$ cat src/rtl/muxpga_pkg.sv
// Shared constants and types for the mux-FPGA configuration sequencer.
package muxpga_pkg;

    localparam int ROWS      = 5;
    localparam int COLS      = 3;
    localparam int CFG_WORDS = 24;

    localparam logic [1:0] CMD_SHIFT = 2'd0;
    localparam logic [1:0] CMD_RUN   = 2'd1;
    localparam logic [1:0] CMD_HOLD  = 2'd2;

    typedef enum logic [2:0] {
        ST_IDLE,
        ST_LOAD,
        ST_RUN,
        ST_CAPTURE,
        ST_DONE
    } seq_state_t;

endpackage

$ cat src/rtl/muxpga_cfg_sequencer_if.sv
// Host-facing handshakes of the sequencer: config nibble stream in, captured result out.
interface muxpga_cfg_sequencer_if;

    logic       cfg_valid;
    logic [3:0] cfg_data;
    logic       cfg_ready;
    logic       res_valid;
    logic [7:0] res_data;
    logic       res_ready;

    modport master (
        output cfg_valid, cfg_data, res_ready,
        input  cfg_ready, res_valid, res_data
    );

    modport slave (
        input  cfg_valid, cfg_data, res_ready,
        output cfg_ready, res_valid, res_data
    );

endinterface

$ cat src/rtl/muxpga_seq_counter.sv
// Loadable down-counter shared by the LOAD word count and the RUN cycle count.
module muxpga_seq_counter #(
    parameter int W = 8
) (
    input  logic         clk,
    input  logic         reset_n,
    input  logic         i_load,
    input  logic [W-1:0] i_value,
    input  logic         i_dec,
    output logic         o_zero,
    output logic         o_one
);

    logic [W-1:0] r_count;

    // Load has priority; decrement saturates at zero.
    always_ff @(posedge clk or negedge reset_n) begin
        if (!reset_n) begin
            r_count <= '0;
        end else if (i_load) begin
            r_count <= i_value;
        end else if (i_dec && (r_count != '0)) begin
            r_count <= r_count - W'(1);
        end
    end

    assign o_zero = (r_count == '0);
    assign o_one  = (r_count == W'(1));

endmodule

$ cat src/rtl/muxpga_cfg_sequencer.sv
// Loads the fabric config chain, runs the fabric run_cycles times and returns its output.
// Optional macro MUXPGA_SEQ_CHECKSUM_EN adds cfg_sum (XOR of nibbles accepted in the last LOAD).
module muxpga_cfg_sequencer #(
    parameter int CFG_WORDS = 24,
    parameter int RUN_W     = 8
) (
    input  logic                  clk,
    input  logic                  reset_n,
    input  logic                  start,
    input  logic                  keep_cfg,
    input  logic [RUN_W-1:0]      run_cycles,
    muxpga_cfg_sequencer_if.slave host,
    input  logic [3:0]            op_nibble,
    output logic [1:0]            fab_cmd,
    output logic [3:0]            fab_nibble,
    input  logic [7:0]            fab_out,
    output logic                  busy
`ifdef MUXPGA_SEQ_CHECKSUM_EN
    ,
    output logic [3:0]            cfg_sum
`endif
);

    import muxpga_pkg::*;

    localparam int CNT_W = (RUN_W > $clog2(CFG_WORDS + 1)) ? RUN_W : $clog2(CFG_WORDS + 1);

    seq_state_t       r_state;
    logic [1:0]       r_fab_cmd;
    logic [3:0]       r_fab_nibble;
    logic             r_res_valid;
    logic [7:0]       r_res_data;
    logic [RUN_W-1:0] r_run_len;

    logic             w_cfg_ready;
    logic             w_cfg_accept;
    logic             w_cnt_load;
    logic             w_cnt_dec;
    logic [CNT_W-1:0] w_cnt_value;
    logic             w_cnt_zero;
    logic             w_cnt_one;

    // In LOAD the counter holds the words still to accept, so zero means the chain is full.
    assign w_cfg_ready  = (r_state == ST_LOAD) && !w_cnt_zero;
    assign w_cfg_accept = host.cfg_valid && w_cfg_ready;

    assign host.cfg_ready = w_cfg_ready;
    assign host.res_valid = r_res_valid;
    assign host.res_data  = r_res_data;
    assign fab_cmd        = r_fab_cmd;
    assign fab_nibble     = r_fab_nibble;
    assign busy           = (r_state != ST_IDLE);

    // Word count on entry to LOAD, cycle count on entry to RUN (from IDLE or from LOAD).
    always_comb begin
        w_cnt_load  = 1'b0;
        w_cnt_dec   = 1'b0;
        w_cnt_value = '0;
        case (r_state)
            ST_IDLE: begin
                if (start) begin
                    w_cnt_load  = 1'b1;
                    w_cnt_value = keep_cfg ? CNT_W'(run_cycles) : CNT_W'(CFG_WORDS);
                end
            end
            ST_LOAD: begin
                if (w_cnt_zero) begin
                    w_cnt_load  = 1'b1;
                    w_cnt_value = CNT_W'(r_run_len);
                end else begin
                    w_cnt_dec = w_cfg_accept;
                end
            end
            ST_RUN:  w_cnt_dec = 1'b1;
            default: ;
        endcase
    end

    muxpga_seq_counter #(
        .W (CNT_W)
    ) u_counter (
        .clk     (clk),
        .reset_n (reset_n),
        .i_load  (w_cnt_load),
        .i_value (w_cnt_value),
        .i_dec   (w_cnt_dec),
        .o_zero  (w_cnt_zero),
        .o_one   (w_cnt_one)
    );

    // CAPTURE keeps fab_cmd at RUN, but its evaluation edge lands after fab_out is sampled.
    always_ff @(posedge clk or negedge reset_n) begin
        if (!reset_n) begin
            r_state      <= ST_IDLE;
            r_fab_cmd    <= CMD_HOLD;
            r_fab_nibble <= 4'h0;
            r_res_valid  <= 1'b0;
            r_res_data   <= 8'h00;
            r_run_len    <= '0;
        end else begin
            case (r_state)
                ST_IDLE: begin
                    r_fab_cmd <= CMD_HOLD;
                    if (start) begin
                        r_run_len <= run_cycles;
                        if (!keep_cfg) begin
                            r_state <= ST_LOAD;
                        end else begin
                            r_fab_cmd    <= CMD_RUN;
                            r_fab_nibble <= op_nibble;
                            r_state      <= (run_cycles == '0) ? ST_CAPTURE : ST_RUN;
                        end
                    end
                end
                ST_LOAD: begin
                    if (w_cnt_zero) begin
                        r_fab_cmd    <= CMD_RUN;
                        r_fab_nibble <= op_nibble;
                        r_state      <= (r_run_len == '0) ? ST_CAPTURE : ST_RUN;
                    end else if (w_cfg_accept) begin
                        r_fab_cmd    <= CMD_SHIFT;
                        r_fab_nibble <= host.cfg_data;
                    end else begin
                        r_fab_cmd <= CMD_HOLD;
                    end
                end
                ST_RUN: begin
                    r_fab_cmd    <= CMD_RUN;
                    r_fab_nibble <= op_nibble;
                    if (w_cnt_one) begin
                        r_state <= ST_CAPTURE;
                    end
                end
                ST_CAPTURE: begin
                    r_fab_cmd   <= CMD_HOLD;
                    r_res_data  <= fab_out;
                    r_res_valid <= 1'b1;
                    r_state     <= ST_DONE;
                end
                ST_DONE: begin
                    r_fab_cmd <= CMD_HOLD;
                    if (host.res_ready) begin
                        r_res_valid <= 1'b0;
                        r_state     <= ST_IDLE;
                    end
                end
                default: r_state <= ST_IDLE;
            endcase
        end
    end

`ifdef MUXPGA_SEQ_CHECKSUM_EN
    logic [3:0] r_cfg_sum;

    // A keep_cfg job leaves the sum of the config that is still loaded.
    always_ff @(posedge clk or negedge reset_n) begin
        if (!reset_n) begin
            r_cfg_sum <= 4'h0;
        end else if ((r_state == ST_IDLE) && start && !keep_cfg) begin
            r_cfg_sum <= 4'h0;
        end else if (w_cfg_accept) begin
            r_cfg_sum <= r_cfg_sum ^ host.cfg_data;
        end
    end

    assign cfg_sum = r_cfg_sum;
`endif

endmodule

$ cat src/flat_wrapper.sv
// flat-port wrapper written by rule: the top's interface ports become plain ports
module muxpga_cfg_sequencer_flat import muxpga_pkg::*;
#(
    parameter int CFG_WORDS = 24,
    parameter int RUN_W     = 8
)
  (clk, reset_n, start, keep_cfg, run_cycles, op_nibble, fab_cmd, fab_nibble, fab_out, busy, host_cfg_valid, host_cfg_data, host_res_ready, host_cfg_ready, host_res_valid, host_res_data);
  muxpga_cfg_sequencer_if host_i ();
  input  logic clk;
  input  logic reset_n;
  input  logic start;
  input  logic keep_cfg;
  input  logic [RUN_W-1:0] run_cycles;
  input  logic [3:0] op_nibble;
  output logic [1:0] fab_cmd;
  output logic [3:0] fab_nibble;
  input  logic [7:0] fab_out;
  output logic busy;
  input wire logic [$bits(host_i.cfg_valid)-1:0] host_cfg_valid;
  input wire logic [$bits(host_i.cfg_data)-1:0] host_cfg_data;
  input wire logic [$bits(host_i.res_ready)-1:0] host_res_ready;
  output wire logic [$bits(host_i.cfg_ready)-1:0] host_cfg_ready;
  output wire logic [$bits(host_i.res_valid)-1:0] host_res_valid;
  output wire logic [$bits(host_i.res_data)-1:0] host_res_data;
  assign host_i.cfg_valid = host_cfg_valid;
  assign host_i.cfg_data = host_cfg_data;
  assign host_i.res_ready = host_res_ready;
  assign host_cfg_ready = host_i.cfg_ready;
  assign host_res_valid = host_i.res_valid;
  assign host_res_data = host_i.res_data;
  muxpga_cfg_sequencer #(.CFG_WORDS(CFG_WORDS), .RUN_W(RUN_W)) u_core (.clk(clk), .reset_n(reset_n), .start(start), .keep_cfg(keep_cfg), .run_cycles(run_cycles), .host(host_i), .op_nibble(op_nibble), .fab_cmd(fab_cmd), .fab_nibble(fab_nibble), .fab_out(fab_out), .busy(busy));
endmodule
$ cat config.mk
export PLATFORM = sky130hd
export DESIGN_NAME = muxpga_cfg_sequencer_flat
export DESIGN_NICKNAME = d
export VERILOG_FILES = /design/src/rtl/muxpga_pkg.sv /design/src/rtl/muxpga_cfg_sequencer_if.sv /design/src/rtl/muxpga_seq_counter.sv /design/src/rtl/muxpga_cfg_sequencer.sv /design/src/flat_wrapper.sv
export SDC_FILE = /design/constraint.sdc
export NUM_CORES = 1
export LEC_CHECK = 0
export BUFFER_PORTS_ARGS = -buffer_cell sky130_fd_sc_hd__buf_2
export CORE_ASPECT_RATIO = 0.9
export CORE_MARGIN = 4
export CORE_UTILIZATION = 57
export CTS_BUF_LIST = sky130_fd_sc_hd__clkbuf_16
export DETAILED_ROUTE_END_ITERATION = 7
export PLACE_DENSITY = 0.83
export SYNTH_ARGS = -nofsm -noshare
export SYNTH_HDL_FRONTEND = slang
export SYNTH_SLANG_ARGS = --single-unit
$ cat constraint.sdc
create_clock -name clk -period 4.45 [get_ports clk]
set_input_delay 0.2225 -clock clk [delete_from_list [all_inputs] [get_ports clk]]
set_output_delay 0.2225 -clock clk [all_outputs]
set_load 0.05 [all_outputs]
==> results.toml <==
[drt]
vias_per_cell = 5.99
wl_met1_um = 1940
route.detailed.drc = 0
num_vias = 1660
top_layer_used = "met4"
drt_iter0_drc = 143
drt_wl_total_um = 4530
dr_wl_met3_um = 338
ant_nets = 0
wl_per_cell_um = 16.3
wl_met2_um = 2130
drt_first_pass_iters = 5

[cts]
clockBufferDepth = 2
cts_root_buf = "clkbuf_16"
path_clk_slew_ps = 50
cts-buffers-inserted = 5
clock_sinks = 34
hold_buffers = 0
cts_tree = "built"
cts_setup_buffers = 0
cts_resized = 0
clk_latency_ps = 280
h-tree-depth = 2

[placed_design]
dpl_cell_area_um2 = 2110
place_congestion = 0.858
dp_slack_ps = 1960
detailed_place_hpwl_um = 3270
placed_cells = 269
io_buffers = 46

[timing]
finalHoldViolations = 0
period_minus_slack_ps = 2560
timing.final.ws_setup_ps = 1890
max_freq_mhz = 391
skew_ps = 4.85
setup_tns_ps = 0
rsz0062_at_grt = "no"
slew_headroom_pct = 49.5
finalSetupViolCount = 0
drv_slew = 0
period_share_pct = 57.4
worst_pin_slew_ps = 758

[synth]
synth_top_family_by_area = "simple AND/OR/NAND/NOR gates"
postSynthAreaPerCell_um2 = 9.74
synth_warnings = 0
async_reset_ff_share_pct = 100
yosysSeqAreaShare_pct = 45.8
netlist.area_leader.share_pct = 44.4
syn-num-nets = 223
synthFlopType = "dfrtp_1"
ys_types = 49
netlist_area_um2 = 1860
synth-adder-area-share_pct = 1.34
synth_top_area_cell = "dfrtp_1"
synth_edf_count = 0
syn_inst = 191
synth_seq_cells = 34
muxShareOfSynthArea_pct = 11.0
synth_compound_area_share_pct = 16.1
synthTopCellsByArea = "dfrtp_1 44%, mux2_2 7.3%, nand2_1 6.7%"
synth-xor-area-share_pct = 0
synthSimpleGateAreaFrac_pct = 21.6

[critical_path]
critPathLaunchType = "flip-flop"
crit_type = "reg -> reg"
critPathMaxFanout = 12
crit_arrival_ps = 2700
cp-end-kind = "flip-flop"
required_ps = 4600

[power]
switching_share_pct = 48.0
ir_worst_vdd_uv = 632
switchingPower_w = 0.000973
p_comb_share_pct = 53.3
pwr-share-clk_pct = 15.8
power.leakage_nw = 1.05
seqPwrFrac_pct = 30.9
internal_power_w = 0.00105
powerDensity_nw_per_um2 = 903

[floorplan]
start_util_pct = 60.2
dieArea_um2 = 4240
io_pins = 47
core_um2 = 3090
fp-row-count = 19
chipHeight_um = 62.2
die_w_um = 68.2

[layout]
multi_input_area_um2 = 938
insertedDiodeCount = 0
final_cell_area_um2 = 2240
fill_cells = 241
stdcell_count = 277
synthToLayoutAreaGrowth_pct = 20.6
fin_util_pct = 72.6
drive_gt1_share_pct = 33.2
seqCellArea_um2 = 852
nets = 266

[global_routing]
grt_antenna_before_repair = 0
grt_overflow = 0
grt_pass1_wl_um = 7670
grt_usage_pct = 23.4
grt_max_degree = 35
grt_pass1_vias = 1640

[flow_run]
drv_cap = 0

[status]
status = "completed"

[hold_path]
hold_class = "in -> async"
-- routing by layer --
layer	vias up	GRT usage (%)
met3	12	6.49
li1	790	-
met2	82	34.9
met5	-	0
met1	776	32.6
met4	0	7.94
-- synthesized netlist by cell type, drive strengths merged (2+ instances only) --
master,n
a221oi,4
a2111oi,2
nor3,7
nand2,33
a21oi,9
nor4,5
clkbuf,6
or3b,2
nor4b,2
mux2,16
ha,2
buf,5
a32o,2
inv,7
dfrtp,33
or3,2
nand3,3
nand2b,2
or4,3
nor2,12
o21ai,14
-- placed cells by master, fill, tap and decap left out, types with 3 or more instances in the layout --
cell,netlist,layout
nand2_1,33,33
nor2_1,10,10
o21ai_0,13,13
nor4_1,5,5
a221oi_1,4,4
mux2_4,4,4
clkbuf_16,0,5
inv_1,7,8
mux2_2,12,12
nor3_1,6,6
buf_2,4,46
nand3_1,3,3
a21oi_1,9,9
dfrtp_1,33,33
-- logic make-up after synthesis --
kind of cell | Yosys count
buf+inv | 18
fa+ha+maj | 2
flops | 34
simple gates | 76
compound gates | 44
mux | 17
-- final timing paths --
check | start | end | slack, ps | depth (start not counted)
worst max-delay path | u_core.u_counter.r_count[1] | u_core.u_counter.r_count[5] | 1890 | 7
worst min-delay path | reset_n | u_core.r_run_len[5] | 20 | 1
worst max register to register | u_core.u_counter.r_count[1] | u_core.u_counter.r_count[5] | 1890 | 7
worst min register to register | u_core.fab_nibble[2] | u_core.fab_nibble[2] | 500 | 1
max in group asynchronous | reset_n | u_core.r_run_len[1] | 3950 | 1
min in group clk | run_cycles[2] | u_core.r_run_len[2] | 170 | 3
-- power by group through the flow --
stage	clock, W	combinational, W	sequential [W]
6_report	0.000320	0.00108	0.000627
3_3_place_gp	0	0.00105	0.000620
2_1_floorplan	0	0.000651	0.000809
5_1_grt	0.000342	0.00116	0.000656
4_1_cts	0.000322	0.00107	0.000622
3_5_place_dp	0	0.00107	0.000627
-- area by class of cell --
cell class                 count  area share (%)
clock buffer                   5            5.57
clock inverter                 3           0.557
inverter                       7            1.17
multi-input combinational    139            41.8
sequential                    34            38.0
tap                           42            2.34
timing repair buffer          47            10.6
-- worst max-delay path: stages, from the launching register on --
cell      delay, ps
dfrtp_1         390
inv_1           100
ha_1            220
or3b_2          540
nor3_2          590
nor3_1          160
a222oi_1        310
o21ai_0         120
-- registers in the layout, summed over array words and instances, names as in the netlist --
| signal | flops |
|---|---|
| u_core.fab_nibble | 4 |
| u_core.host.res_data | 8 |
| u_core.r_state | 3 |
| u_core.host.res_valid | 1 |
| u_core.r_run_len | 8 |
| u_core.u_counter.r_count | 8 |
| u_core.fab_cmd | 2 |
-- through the flow --
stage / power [W] / hold WS (ps)
4_1_cts: 0.00202 / 49.0
5_1_grt: 0.00216 / 82.4
6_report: 0.00203 / 18.1
3_5_place_dp: 0.00169 / 335
3_3_place_gp: 0.00167 / 325
2_1_floorplan: 0.00146 / -73.1
Power figures use the tool's default switching activity.
